<file path="src/rtl/mem_pkg.sv">
// Shared definitions for the byte-serial RAM arbiter: access sizes, FSM states, grant owner.
package mem_pkg;

    localparam int LANES = 4;

    localparam logic [1:0] SZ_B = 2'd0;
    localparam logic [1:0] SZ_H = 2'd1;
    localparam logic [1:0] SZ_W = 2'd2;

    typedef enum logic [1:0] {
        ST_IDLE  = 2'd0,
        ST_READ  = 2'd1,
        ST_WRITE = 2'd2,
        ST_DONE  = 2'd3
    } arb_state_e;

    typedef enum logic {
        GR_IF  = 1'b0,
        GR_LSB = 1'b1
    } grant_e;

    // Number of byte beats for an access size; the unused encoding 3 behaves as a word.
    function automatic logic [2:0] beat_count(input logic [1:0] size);
        case (size)
            SZ_B:    beat_count = 3'd1;
            SZ_H:    beat_count = 3'd2;
            default: beat_count = 3'(LANES);
        endcase
    endfunction

endpackage

</file>
<file path="src/rtl/mem_byte_lane.sv">
// Inserts a captured RAM byte into its little-endian lane and extends the assembled result.
module mem_byte_lane
    import mem_pkg::*;
#(
    parameter int XLEN = 32
) (
    input  logic [XLEN-1:0] word_i,
    input  logic [7:0]      byte_i,
    input  logic [1:0]      lane_i,
    input  logic [1:0]      size_i,
    input  logic            signed_i,
    output logic [XLEN-1:0] word_o,
    output logic [XLEN-1:0] ext_o
);

    // Drop the captured byte into lane lane_i, other lanes pass through.
    always_comb begin
        // NOTE: full default first so no path leaves word_o unassigned (no latch).
        word_o = word_i;
        word_o[{lane_i, 3'b000} +: 8] = byte_i;
    end

    // Zero/sign extend byte and half results; words pass unchanged.
    always_comb begin
        unique case (size_i)
            SZ_B:    ext_o = {{(XLEN-8){signed_i & word_o[7]}}, word_o[7:0]};
            SZ_H:    ext_o = {{(XLEN-16){signed_i & word_o[15]}}, word_o[15:0]};
            default: ext_o = word_o;
        endcase
    end

endmodule

</file>
<file path="src/rtl/mem_arbiter.sv">
// Byte-wide RAM port sequencer shared by instruction fetch and the load/store buffer.
// Splits accesses into byte beats, assembles read data and alternates grants under contention.
module mem_arbiter
    import mem_pkg::*;
#(
    parameter int ADDR_W = 32,
    parameter int XLEN   = 32
) (
    input  logic              clk,
    input  logic              rst,
    input  logic              if_req,
    input  logic [ADDR_W-1:0] if_addr,
    input  logic              if_flush,
    output logic              if_done,
    output logic [XLEN-1:0]   if_rdata,
    input  logic              lsb_req,
    input  logic              lsb_we,
    input  logic [1:0]        lsb_size,
    input  logic              lsb_signed,
    input  logic [ADDR_W-1:0] lsb_addr,
    input  logic [XLEN-1:0]   lsb_wdata,
    output logic              lsb_done,
    output logic [XLEN-1:0]   lsb_rdata,
    output logic [ADDR_W-1:0] ram_addr,
    output logic              ram_writing,
    output logic [7:0]        ram_data,
    input  logic [7:0]        ram_loaded_data
);

    arb_state_e        state_q, state_d;
    grant_e            last_grant_q, last_grant_d;
    grant_e            owner_q, owner_d;
    logic [2:0]        cnt_q, cnt_d;
    logic [ADDR_W-1:0] addr_q, addr_d;
    logic [1:0]        size_q, size_d;
    logic              signed_q, signed_d;
    logic [XLEN-1:0]   wdata_q, wdata_d;
    logic [XLEN-1:0]   asm_q, asm_d;
    logic              if_done_q, if_done_d;
    logic              lsb_done_q, lsb_done_d;
    logic [XLEN-1:0]   if_rdata_q, if_rdata_d;
    logic [XLEN-1:0]   lsb_rdata_q, lsb_rdata_d;
    logic [ADDR_W-1:0] ram_addr_q, ram_addr_d;
    logic              ram_writing_q, ram_writing_d;
    logic [7:0]        ram_data_q, ram_data_d;

    logic [2:0]        beat_n;
    logic [2:0]        beat_nxt;
    logic [1:0]        cap_lane;
    logic              if_go;
    logic              pick_lsb;
    logic [XLEN-1:0]   lane_word;
    logic [XLEN-1:0]   lane_ext;

    // Beat k's byte arrives one cycle after its address, so at edge cnt_q+1 we capture byte cnt_q-1.
    assign beat_n   = beat_count(size_q);
    assign beat_nxt = cnt_q + 3'd1;
    assign cap_lane = 2'(cnt_q - 3'd1);
    assign if_go    = if_req & ~if_flush;

    mem_byte_lane #(.XLEN(XLEN)) u_lane (
        .word_i   (asm_q),
        .byte_i   (ram_loaded_data),
        .lane_i   (cap_lane),
        .size_i   (size_q),
        .signed_i (signed_q),
        .word_o   (lane_word),
        .ext_o    (lane_ext)
    );

    // Next-state and registered-output logic; DONE arbitrates like IDLE so its closing edge can accept.
    always_comb begin
        state_d       = state_q;
        last_grant_d  = last_grant_q;
        owner_d       = owner_q;
        cnt_d         = cnt_q;
        addr_d        = addr_q;
        size_d        = size_q;
        signed_d      = signed_q;
        wdata_d       = wdata_q;
        asm_d         = asm_q;
        if_done_d     = 1'b0;
        lsb_done_d    = 1'b0;
        if_rdata_d    = if_rdata_q;
        lsb_rdata_d   = lsb_rdata_q;
        ram_addr_d    = ram_addr_q;
        ram_writing_d = ram_writing_q;
        ram_data_d    = ram_data_q;
        pick_lsb      = 1'b0;

        unique case (state_q)
            ST_IDLE, ST_DONE: begin
                state_d = ST_IDLE;
                if (if_go || lsb_req) begin
                    pick_lsb = lsb_req && (!if_go || last_grant_q == GR_IF);
                    cnt_d    = '0;
                    asm_d    = '0;
                    if (pick_lsb) begin
                        last_grant_d = GR_LSB;
                        owner_d      = GR_LSB;
                        addr_d       = lsb_addr;
                        size_d       = lsb_size;
                        signed_d     = lsb_signed;
                        wdata_d      = lsb_wdata;
                        ram_addr_d   = lsb_addr;
                        if (lsb_we) begin
                            state_d       = ST_WRITE;
                            ram_writing_d = 1'b1;
                            ram_data_d    = lsb_wdata[7:0];
                        end else begin
                            state_d       = ST_READ;
                            ram_writing_d = 1'b0;
                        end
                    end else begin
                        last_grant_d  = GR_IF;
                        owner_d       = GR_IF;
                        addr_d        = if_addr;
                        size_d        = SZ_W;
                        signed_d      = 1'b0;
                        ram_addr_d    = if_addr;
                        ram_writing_d = 1'b0;
                        state_d       = ST_READ;
                    end
                end
            end

            ST_READ: begin
                if (owner_q == GR_IF && if_flush) begin
                    state_d    = ST_IDLE;
                    ram_addr_d = '0;
                end else begin
                    cnt_d = beat_nxt;
                    if (beat_nxt < beat_n) begin
                        ram_addr_d = addr_q + ADDR_W'(beat_nxt);
                    end
                    if (cnt_q != 3'd0) begin
                        asm_d = lane_word;
                    end
                    if (cnt_q == beat_n) begin
                        state_d = ST_DONE;
                        if (owner_q == GR_IF) begin
                            if_done_d  = 1'b1;
                            if_rdata_d = lane_ext;
                        end else begin
                            lsb_done_d  = 1'b1;
                            lsb_rdata_d = lane_ext;
                        end
                    end
                end
            end

            ST_WRITE: begin
                cnt_d = beat_nxt;
                if (beat_nxt < beat_n) begin
                    ram_addr_d = addr_q + ADDR_W'(beat_nxt);
                    ram_data_d = wdata_q[{beat_nxt[1:0], 3'b000} +: 8];
                end else begin
                    ram_writing_d = 1'b0;
                    lsb_done_d    = 1'b1;
                    state_d       = ST_DONE;
                end
            end

            default: state_d = ST_IDLE;
        endcase
    end

    // State and output registers with synchronous reset.
    always_ff @(posedge clk) begin
        // NOTE: non-blocking assignments so every register samples pre-edge values.
        if (rst) begin
            state_q       <= ST_IDLE;
            last_grant_q  <= GR_IF;
            owner_q       <= GR_IF;
            cnt_q         <= '0;
            addr_q        <= '0;
            size_q        <= SZ_B;
            signed_q      <= 1'b0;
            wdata_q       <= '0;
            asm_q         <= '0;
            if_done_q     <= 1'b0;
            lsb_done_q    <= 1'b0;
            if_rdata_q    <= '0;
            lsb_rdata_q   <= '0;
            ram_addr_q    <= '0;
            ram_writing_q <= 1'b0;
            ram_data_q    <= '0;
        end else begin
            state_q       <= state_d;
            last_grant_q  <= last_grant_d;
            owner_q       <= owner_d;
            cnt_q         <= cnt_d;
            addr_q        <= addr_d;
            size_q        <= size_d;
            signed_q      <= signed_d;
            wdata_q       <= wdata_d;
            asm_q         <= asm_d;
            if_done_q     <= if_done_d;
            lsb_done_q    <= lsb_done_d;
            if_rdata_q    <= if_rdata_d;
            lsb_rdata_q   <= lsb_rdata_d;
            ram_addr_q    <= ram_addr_d;
            ram_writing_q <= ram_writing_d;
            ram_data_q    <= ram_data_d;
        end
    end

    assign if_done     = if_done_q;
    assign if_rdata    = if_rdata_q;
    assign lsb_done    = lsb_done_q;
    assign lsb_rdata   = lsb_rdata_q;
    assign ram_addr    = ram_addr_q;
    assign ram_writing = ram_writing_q;
    assign ram_data    = ram_data_q;

endmodule
</file>
<file path="config.mk">
export PLATFORM = sky130hd
export DESIGN_NAME = mem_arbiter
export DESIGN_NICKNAME = d
export VERILOG_FILES = /design/src/rtl/mem_pkg.sv /design/src/rtl/mem_byte_lane.sv /design/src/rtl/mem_arbiter.sv
export SDC_FILE = /design/constraint.sdc
export NUM_CORES = 1
export LEC_CHECK = 0
export ABC_AREA = 1
export BUFFER_PORTS_ARGS = -buffer_cell sky130_fd_sc_hd__buf_2
export CORE_UTILIZATION = 45
export DETAILED_ROUTE_END_ITERATION = 7
export PLACE_DENSITY = 0.66
export RECOVER_POWER = 100
export SLEW_MARGIN = 0
export SYNTH_ARGS = -nofsm -noshare
export SYNTH_HDL_FRONTEND = slang
export SYNTH_SLANG_ARGS = --single-unit
</file>
<file path="constraint.sdc">
create_clock -name clk -period 3.4 [get_ports clk]
set_input_delay 0.34 -clock clk [delete_from_list [all_inputs] [get_ports clk]]
set_output_delay 0.34 -clock clk [all_outputs]
set_load 0.005 [all_outputs]
</file>
==> summary.md <==
| Metric | Value |
|---|---|
| Placer Congestion | approximately 0.9 |
| Drt via density | ~5.2 |
| Slew @ Worst Pin | between 1 and 1.5 ns |
| Sequential share of the synthesized area | about two fifths |
| Simple-Gate Fraction of Synth Area | around a quarter |
| Count of different cell masters after synthesis | 43 |
| Most common cell after layout, fill and taps aside | nand2_1 |
| Yosys reg bits | between 200 and 250 |
| Antenna Nets Post-Route | 0 |
| Post-detail-place hpwl | 22460 microns |
| NetSw | around 0.0041 W |
| Post-Syn Instances | between 1500 and 2000 |
| Post-synth EDFFs | 0 |
| Setup TNS Final | 0 ns |
| Setup Skew | roughly 0.016 ns |
| Largest family of logic cells by synthesized area | simple AND/OR/NAND/NOR gates |
| Share of the synthesized area in the top cell type | 40.67% |
| Worst hold path class | in -> reg |
| Sequential cell fraction of total power | 33.9% |
| Worst R2R Start | state_q[0] |
| Syn nets | approximately 1700 |
| Ys async rst share | 0% |
| Post-synthesis xor/xnor area fraction | less than 1% |
| Lkg Pwr | about 5.5 nW |
| Initial antenna violation count | 2 |
| Die height | 154.3 microns |
| Port bufs | between 200 and 250 |
| Final cell count without fillers | 2048 |
| Reg2Reg Depth | 8 |
| Synth Area in Adders | under 10% |
| Placed cell area | around 12000 sq um |
| CTS tree | built |
| Tcrit/Tclk final | 88.64% |
| Most frequent cells in the layout | 297 x nand2_1, 281 x nor2_1, 212 x dfxtp_1 |
| F_max | ~0.33 GHz |
| Slew Limit Fails | 0 |
| Worst hold start | lsb_wdata[27] |
| Rows | 55 |
| Switching Fraction | about two fifths |
| Power per Cell Area | a little over 800 nW/um^2 |
| Rel. slew slack | between 20 and 25% |
| Worst Path Required | ~3.8 ns |
| Metal2 WL | roughly 15000 microns |
| Clk pin slew, worst setup/hold paths | 0.06 ns |
| Setup-failing EPs final | 0 |
| H-tree depth | 1 |
| Cts hold-fix bufs | 0 |
| Status | finished, final reports clean |
| DRC violations left | 0 |
| Vias in the first global route | between 9000 and 10000 |
| RR Endpoint | ram_data[1] |
| Die W | around 150 microns |
| Warnings from Yosys | 0 |
| Post-synthesis compound-gate area fraction | a little over a fifth |
| Remaining Overflow, GRT | 0 |
| Final wirelength | 31570 microns |
| Crit path from | state_q[0] |
| Clock Latency Late Sink | ~0.52 ns |
| Top FF cell, synth | dfxtp_1 |
| Worst min-delay path endpoint | wdata_q[27] |
| Crit end category | flip-flop |
| WS Path Type | reg -> reg |
| Mean area per synthesized cell | approximately 6.7 sq um |
| Critical path, cell by cell | inv_1, ha_1, nand2_1, o21ai_0, nand3_1, inv_1, o211ai_1, a21oi_1 |
| # clock sinks | 212 |
| RSZ-0062 raised after global routing | false |
| Biggest area consumer among synthesized cells | dfxtp_1 |
| Max cap viols | 0 |
| Tmin final | ~3.0 ns |
| Area growth from synthesis to layout | 19.36% |
| Hold Vio Cnt, Final | 0 |
| VDD IR max | between 0.0005 and 0.0006 V |
| Core area | about 23000 sq um |
| Gr usage total | around a quarter |
| CTS root buf | clkbuf_16 |
| Fraction of layout cells with a size suffix above 1 | between 10 and 15% |
| Cts bufs inserted | 25 |
| Starting Density | between 40% and 50% |
| Top sig layer | met4 |
| Slowest cell delay on critical path | around 0.64 ns |
| NumNets Final | roughly 1900 |
| Post-Route Utilization | 54.85% |
| Worst path slowest cell | nand2_1 |
| Synth Cell Area | 10440 sq um |
| DIE AREA | 23810 sq um |
| Max Root-Sink Buffers | 3 |
| Post-CTS repair timing setup buffer count | 0 |
| Routed length per instance | approximately 15 microns |
| Ports | 220 |
| Mux contribution to synthesized area | 0% |
| Pre-antenna DRT Iters | 5 |
| Dpl cells | about 2000 |
| First-pass GRT wire length | 50890 microns |
| Leading post-synthesis cells by cell area | dfxtp_1 41%, nand2_1 11%, nor2_1 10% |
| Starting DRT DRC Count | between 700 and 800 |
| Combinational Power Share | 39.3% |
| Nature of the critical path startpoint | flip-flop |
| Clock power share | a little over a quarter |
| Most frequent CP cell | inv_1 |
| Internal | about 0.006 W |
| Post-route cell area | around 12000 sq um |
| Worst Hold Path Cells | 3 |
| Via count | 10740 |
| Crit path arrival time | 3.45 ns |
| Wire length on met1 | 14330 microns |
| Reg2Reg Setup Slack | 0.39 ns |
| DR WL met3 | between 1500 and 2000 microns |
| Largest net degree at the start of global routing | a little over 80 |
| Post-cts sizing count | 0 |
| Crit Path Max Fanout | 25 |
## cell usage after synthesis (3+ instances only)
library cell and count:
xor2_1 4, a211oi_1 18, a21oi_1 149, nor2_1 281, o21ai_0 169, nand2_1 296
inv_1 160, buf_1 4, nand4_1 7, clkbuf_1 51, a31oi_1 10, a22oi_1 7
ha_1 15, o21a_1 5, buf_2 27, o21bai_1 3, nand2_2 4, o21ai_1 5
dfxtp_1 212, nor3_1 8, inv_2 8, nand3_1 43, o211ai_1 17, o2111ai_1 6
o22ai_1 23
## metal layers
layer  vias to the layer above  GRT usage [%]
met5                         -              0
met4                         0          9.760
met3                        58          3.390
met2                       346          43.79
met1                      4890          34.32
li1                       5443              -
## worst max path at each step
stage,to,slack [ns],cells past startpoint
floorplan,ram_addr[12],0.59,12
global placement,ram_addr[12],0.42,12
detailed placement,ram_addr[26],0.34,12
CTS,ram_addr[26],0.32,12
global route,ram_addr[12],0.04,12
finish,ram_data[1],0.39,8
## power groups by stage
stage | clock, W | combinational [W] | sequential (W)
2_1_floorplan | 0 | 0.00279 | 0.00339
4_1_cts | 0.00278 | 0.00402 | 0.00343
6_report | 0.00273 | 0.00398 | 0.00343
3_3_place_gp | 0 | 0.00394 | 0.00346
5_1_grt | 0.00288 | 0.00449 | 0.00350
3_5_place_dp | 0 | 0.00399 | 0.00347
## critical path, delay by kind of cell (launching register included)
| kind | cells | cell delay (ns) |
|---|---|---|
| simple gates | 2 | 0.95 |
| buf+inv | 2 | 0.43 |
| flops | 1 | 0.35 |
| fa+ha+maj | 1 | 0.51 |
| compound gates | 3 | 0.68 |
## metrics by stage
step	hold WS (ns)	power (W)	worst slack, ns
detailed placement	0.4374	0.007463	0.3364
CTS	0.02810	0.01022	0.3246
global placement	0.4327	0.007403	0.4160
global route	0.05070	0.01087	0.04289
floorplan	0.4234	0.006180	0.5934
finish	0.04782	0.01014	0.3861
## kinds of logic (layout without fill, tap and decap cells)
| group | count (synthesis) | after routing |
|---|---|---|
| simple gates | 652 | 652 |
| compound gates | 416 | 416 |
| fa+ha+maj | 16 | 16 |
| flops | 212 | 212 |
| other cells | 0 | 2 |
| xor+xnor | 6 | 6 |
| buf+inv | 256 | 459 |
## final cells by class
| class | instances | area [sq um] |
|---|---|---|
| repair buffers | 245 | 1206 |
| well taps | 285 | 356.6 |
| diodes | 2 | 5.005 |
| clock buffers | 39 | 758.2 |
| multi-input cells | 1090 | 5166 |
| fillers | 2347 | 10250 |
| flip-flops and latches | 212 | 4244 |
| clock inverters | 5 | 82.58 |
| inverters | 170 | 638.1 |
## flip-flops by register name, summed over array words and instances (netlist names)
register / cells
state_q: 2
lsb_rdata: 32
if_rdata: 32
owner_q: 1
signed_q: 1
if_done: 1
wdata_q: 32
size_q: 2
ram_data: 8
asm_q: 32
lsb_done: 1
ram_addr: 32
cnt_q: 3
addr_q: 32
ram_writing: 1
Power figures use the tool's default switching activity.
